==> src/rtl/lsu_op_enum.sv <==
// Shared encodings for the load/store unit: access size codes and FSM states.
package lsu_op_enum;

  localparam logic [1:0] LSU_SIZE_B = 2'b00;
  localparam logic [1:0] LSU_SIZE_H = 2'b01;
  localparam logic [1:0] LSU_SIZE_W = 2'b10;

  typedef enum logic [1:0] {
    S_IDLE = 2'b00,
    S_REQ  = 2'b01,
    S_WAIT = 2'b10
  } lsu_state_e;

endpackage

==> src/rtl/lsu_load_align.sv <==
// Load formatter: picks the addressed byte/half lane of the bus word and extends it.
// Purely combinational.
module lsu_load_align
  import lsu_op_enum::*;
#(
  parameter int XLEN = 32
) (
  input  logic [1:0]      size_i,
  input  logic [1:0]      addr_lo_i,
  input  logic            unsigned_i,
  input  logic [XLEN-1:0] rdata_i,
  output logic [XLEN-1:0] rdata_o
);

  logic [7:0]  byte_sel;
  logic [15:0] half_sel;

  always_comb begin
    byte_sel = rdata_i[7:0];
    case (addr_lo_i)
      2'd1:    byte_sel = rdata_i[15:8];
      2'd2:    byte_sel = rdata_i[23:16];
      2'd3:    byte_sel = rdata_i[31:24];
      default: byte_sel = rdata_i[7:0];
    endcase
    half_sel = addr_lo_i[1] ? rdata_i[31:16] : rdata_i[15:0];

    case (size_i)
      LSU_SIZE_B: rdata_o = {{(XLEN-8){~unsigned_i & byte_sel[7]}}, byte_sel};
      LSU_SIZE_H: rdata_o = {{(XLEN-16){~unsigned_i & half_sel[15]}}, half_sel};
      default:    rdata_o = rdata_i;
    endcase
  end

endmodule

==> src/rtl/lsu.sv <==
// Load/store unit: one outstanding bus access, request -> grant -> response -> done pulse.
// Misaligned or illegal-size requests are rejected with a misalign pulse and never reach the bus.
module lsu
  import lsu_op_enum::*;
#(
  parameter int XLEN = 32
) (
  input  logic            clk_i,
  input  logic            rst_n_i,
  input  logic            lsu_req_i,
  input  logic            lsu_we_i,
  input  logic [1:0]      lsu_size_i,
  input  logic            lsu_unsigned_i,
  input  logic [XLEN-1:0] lsu_addr_i,
  input  logic [XLEN-1:0] lsu_wdata_i,
  output logic            lsu_busy_o,
  output logic            lsu_done_o,
  output logic            lsu_misalign_o,
  output logic [XLEN-1:0] lsu_rdata_o,
  output logic            dbus_req_o,
  output logic            dbus_we_o,
  output logic [XLEN-1:0] dbus_addr_o,
  output logic [3:0]      dbus_be_o,
  output logic [XLEN-1:0] dbus_wdata_o,
  input  logic            dbus_gnt_i,
  input  logic            dbus_rvalid_i,
  input  logic [XLEN-1:0] dbus_rdata_i
);

  lsu_state_e      state_q, state_d;
  logic            we_q, uns_q, done_q, done_d, misalign_q, misalign_d;
  logic [1:0]      size_q;
  logic [XLEN-1:0] addr_q, wdata_q, rdata_q, wdata_d, load_data;
  logic [3:0]      be_q, be_d;
  logic            aligned, accept;

  lsu_load_align #(.XLEN(XLEN)) u_load_align (
    .size_i     (size_q),
    .addr_lo_i  (addr_q[1:0]),
    .unsigned_i (uns_q),
    .rdata_i    (dbus_rdata_i),
    .rdata_o    (load_data)
  );

  always_comb begin
    aligned = 1'b0;
    be_d    = 4'b1111;
    wdata_d = lsu_wdata_i;
    case (lsu_size_i)
      LSU_SIZE_B: begin
        aligned = 1'b1;
        be_d    = 4'b0001 << lsu_addr_i[1:0];
        wdata_d = {4{lsu_wdata_i[7:0]}};
      end
      LSU_SIZE_H: begin
        aligned = ~lsu_addr_i[0];
        be_d    = lsu_addr_i[1] ? 4'b1100 : 4'b0011;
        wdata_d = {2{lsu_wdata_i[15:0]}};
      end
      LSU_SIZE_W: aligned = (lsu_addr_i[1:0] == 2'b00);
      default:    aligned = 1'b0;
    endcase
  end

  // The done cycle is spent in IDLE, but a request is only taken once the pulse has gone.
  always_comb begin
    state_d    = state_q;
    accept     = 1'b0;
    misalign_d = 1'b0;
    done_d     = 1'b0;
    case (state_q)
      S_IDLE: begin
        if (lsu_req_i && !done_q) begin
          if (aligned) begin
            accept  = 1'b1;
            state_d = S_REQ;
          end else begin
            misalign_d = 1'b1;
          end
        end
      end
      S_REQ:  if (dbus_gnt_i) state_d = S_WAIT;
      S_WAIT: begin
        if (dbus_rvalid_i) begin
          done_d  = 1'b1;
          state_d = S_IDLE;
        end
      end
      default: state_d = S_IDLE;
    endcase
  end

  always_ff @(posedge clk_i or negedge rst_n_i) begin
    if (!rst_n_i) begin
      state_q    <= S_IDLE;
      done_q     <= 1'b0;
      misalign_q <= 1'b0;
      we_q       <= 1'b0;
      uns_q      <= 1'b0;
      size_q     <= 2'b00;
      addr_q     <= '0;
      be_q       <= 4'b0000;
      wdata_q    <= '0;
      rdata_q    <= '0;
    end else begin
      state_q    <= state_d;
      done_q     <= done_d;
      misalign_q <= misalign_d;
      if (accept) begin
        we_q    <= lsu_we_i;
        uns_q   <= lsu_unsigned_i;
        size_q  <= lsu_size_i;
        addr_q  <= lsu_addr_i;
        be_q    <= be_d;
        wdata_q <= wdata_d;
      end
      if (done_d) rdata_q <= we_q ? '0 : load_data;
    end
  end

  assign lsu_busy_o     = (state_q != S_IDLE) || done_q;
  assign lsu_done_o     = done_q;
  assign lsu_misalign_o = misalign_q;
  assign lsu_rdata_o    = rdata_q;
  assign dbus_req_o     = (state_q == S_REQ);
  assign dbus_we_o      = we_q;
  assign dbus_addr_o    = {addr_q[XLEN-1:2], 2'b00};
  assign dbus_be_o      = be_q;
  assign dbus_wdata_o   = wdata_q;

endmodule

==> config.mk <==
export PLATFORM = sky130hd
export DESIGN_NAME = lsu
export DESIGN_NICKNAME = d
export VERILOG_FILES = /design/src/rtl/lsu_op_enum.sv /design/src/rtl/lsu_load_align.sv /design/src/rtl/lsu.sv
export SDC_FILE = /design/constraint.sdc
export NUM_CORES = 1
export LEC_CHECK = 0
export CORE_MARGIN = 5
export CORE_UTILIZATION = 45
export CTS_CLUSTER_DIAMETER = 120
export DETAILED_ROUTE_END_ITERATION = 8
export HOLD_SLACK_MARGIN = 0.03
export PLACE_DENSITY = 0.83
export SYNTH_ARGS = -nofsm -noshare
export SYNTH_HDL_FRONTEND = slang
export SYNTH_SLANG_ARGS = --single-unit
==> constraint.sdc <==
create_clock -name clk_i -period 5.4 [get_ports clk_i]
set_input_delay 1.08 -clock clk_i [delete_from_list [all_inputs] [get_ports clk_i]]
set_output_delay 1.08 -clock clk_i [all_outputs]
set_load 0.005 [all_outputs]
==> out/qor.csv <==
metric,value,unit
"Slowest-stage cell, CP",nor2_1,
status,"complete, no violations",
LEAKAGE,3.15,nW
core area,11400,um^2
share of post-route cells with drive strength above 1,21.5,%
DR DRC count,0,
clock sink total,108,
Starting DRT DRC Count,246,
dpl ws,1.55,ns
max frequency,284,MHz
crit-path cells,clkdlybuf4s50_1 > nand3b_4 > or2_0 > nor2_1 > a221o_1,
synth top area cells,"dfrtp_1, mux2_2, buf_4",
Slew @ Worst Pin,1.02,ns
final worst-path cycle share,65.1,%
largest net degree at the start of global routing,74,
Hold WS,0.504,ns
crit-path max cell delay,0.86,ns
RSZ-0062 raised after global routing,false,
postcts setup bufs,0,
clk buf depth,2,
Routed Wire Length,14000,um
number of distinct library cells after synthesis,35,
post-CTS sizing,0,
Via density,5.47,
pwr dens,513,nW/um^2
fillcell total,893,
Max-slew headroom,31.7,%
Util after Layout,65.1,%
Initial Util,45.8,%
GP Congestion,0.909,
type of the worst min-delay path,reg -> reg,
final hold viol count,0,
max-slew violation count,0,
dominant cell type by area after synthesis,dfrtp_1,
fin cells,737,
Die W,118,um
post-layout instance area,7430,um^2
CTS H-tree lvls,3,
Inserted Clock Buffers,9,
global-route wire length before repair,22600,um
startpoint class of the critical path,input pin,
top_reg_cell synth,dfrtp_1,
Area Overhead vs Synth,42.1,%
Root Driver,clkbuf_16,
"EDFF count, synth",0,
Die Span Y,118,um
vias in the first global route,4139,
Post-DP Area,7150,um^2
Final #Nets,696,
setup violators final,0,
Inst Count DP,723,
clk_skew,0.0105,ns
endpoint class of the critical path,flop,
vias,4030,
cell count after synthesis,429,
TNS Setup,0,ns
FP Rows,39,
Yosys warning total,0,
ys async rst share,100,%
DR pass1 iterations,4,
Post-Syn Area,5230,um^2
count of state elements after synthesis,108,
post-route ant nets,0,
critical path class,in -> reg,
clock-pin slew on the worst setup and hold paths,0.07,ns
die area,13900,um^2
Max VDD drop,280,uV
critical path required time,5.67,ns
I/O pin count,210,
Final Power,3.82,mW
antenna cells,0,
"Max FO, Critical Path",36,
CTS tree,done,
GRT Residual Overflow,0,
crit path DAT,3.79,ns
share of Yosys cell area claimed by the top area cell type,51.6,%
sequential share of the synthesized area,51.6,%
GRT Total Usage,19.9,%
antenna violations before repair,0,
drt wl/cell,18.9,um
PortBufs,207,
max-cap violation count,0,
dpl hpwl,10300,um
syn_area_per_cell,12.2,um^2
clk_lat worst skew,0.34,ns
crit path time final,3.52,ns
hold buffer count at CTS,0,
worst setup margin,1.88,ns
==> Yosys cell counts (3+ instances only) <==
library cell	count
buf_4	32
mux2i_1	9
a311oi_1	6
nand2b_1	5
buf_2	10
a221o_1	7
clkbuf_1	12
nor2_1	19
nor2b_1	3
inv_1	14
nor3_1	7
o21ai_0	25
nand2_1	11
a21oi_1	16
a221o_2	10
a22o_1	16
buf_1	5
mux2_2	96
dfrtp_1	108
==> final timing paths <==
path,to,from,depth (start not counted),slack (ns)
setup / recovery,lsu_rdata_o[20]$_DFFE_PN0P_,dbus_rvalid_i,5,1.88
hold / removal,addr_q[8]$_DFFE_PN0P_,addr_q[8]$_DFFE_PN0P_,1,0.50
setup reg to reg,lsu_rdata_o[20]$_DFFE_PN0P_,state_q[0]$_DFFE_PN0P_,4,2.68
hold reg to reg,addr_q[8]$_DFFE_PN0P_,addr_q[8]$_DFFE_PN0P_,1,0.50
max in group asynchronous,addr_q[1]$_DFFE_PN0P_,rst_n_i,2,3.47
min in group asynchronous,lsu_rdata_o[28]$_DFFE_PN0P_,rst_n_i,1,0.79
==> power breakdown <==
part           internal (mW)  switching (mW)  leakage (nW)  total [mW]
logic                   1.12           0.564          1.69        1.68
clock network          0.353           0.286         0.133       0.639
registers               1.20           0.292          1.32        1.49
==> worst max-delay path, delay by kind of cell <==
kind / cells / cell delay [ns]
and+or+nand+nor: 3 / 1.87
buffers and inverters: 1 / 0.53
AOI/OAI and AO/OA: 1 / 0.28
==> cells in the final DEF (no fill, tap or decap), types with 2 or more instances in the layout <==
master / n
a21oi_1: 16
a221o_1: 7
a221o_2: 10
a22o_1: 16
a311oi_1: 6
buf_4: 4
clkbuf_16: 9
clkdlybuf4s50_1: 206
clkinv_2: 2
clkinvlp_4: 2
conb_1: 2
dfrtp_1: 108
inv_1: 14
mux2_2: 96
mux2i_1: 9
nand2_1: 11
nand2b_1: 5
nor2_1: 19
nor2b_1: 3
nor3_1: 7
o211ai_1: 2
o21ai_0: 25
==> state kept, by name, summed over array words and instances, names as in the netlist <==
register	flops
addr_q	32
dbus_wdata_o	32
lsu_rdata_o	32
dbus_be_o	4
size_q	2
state_q	2
dbus_we_o	1
lsu_done_o	1
lsu_misalign_o	1
uns_q	1
==> cell families (layout without fill, tap and decap cells) <==
family	count (synthesis)	in the layout	share of synthesized area, %
flip-flops	108	108	51.6
AO/OA/AOI/OAI	91	91	13.3
other	1	2	0.0717
AND/OR/NAND/NOR	50	50	4.59
buffers and inverters	74	238	7.99
multiplexers	105	105	22.4
==> final cells by class <==
cell class | instances | area (um^2) | area share, %
timing repair buffer | 210 | 2090 | 28.1
tap | 143 | 179 | 2.41
multi-input combinational | 248 | 2130 | 28.6
inverter | 14 | 52.6 | 0.707
clock buffer | 9 | 225 | 3.03
clock inverter | 5 | 55.1 | 0.740
sequential | 108 | 2700 | 36.4
==> metal layers <==
| layer | share of wire, % | global-route usage [%] | vias up |
|---|---|---|---|
| met5 | 0 | 0 | - |
| met4 | 2.1 | 5.66 | 0 |
| met3 | 9.3 | 7.30 | 23 |
| met2 | 48 | 30.9 | 194 |
| met1 | 41 | 26.4 | 1967 |
| li1 | - | - | 1846 |
Note: power is estimated with default switching activity, not from simulation.
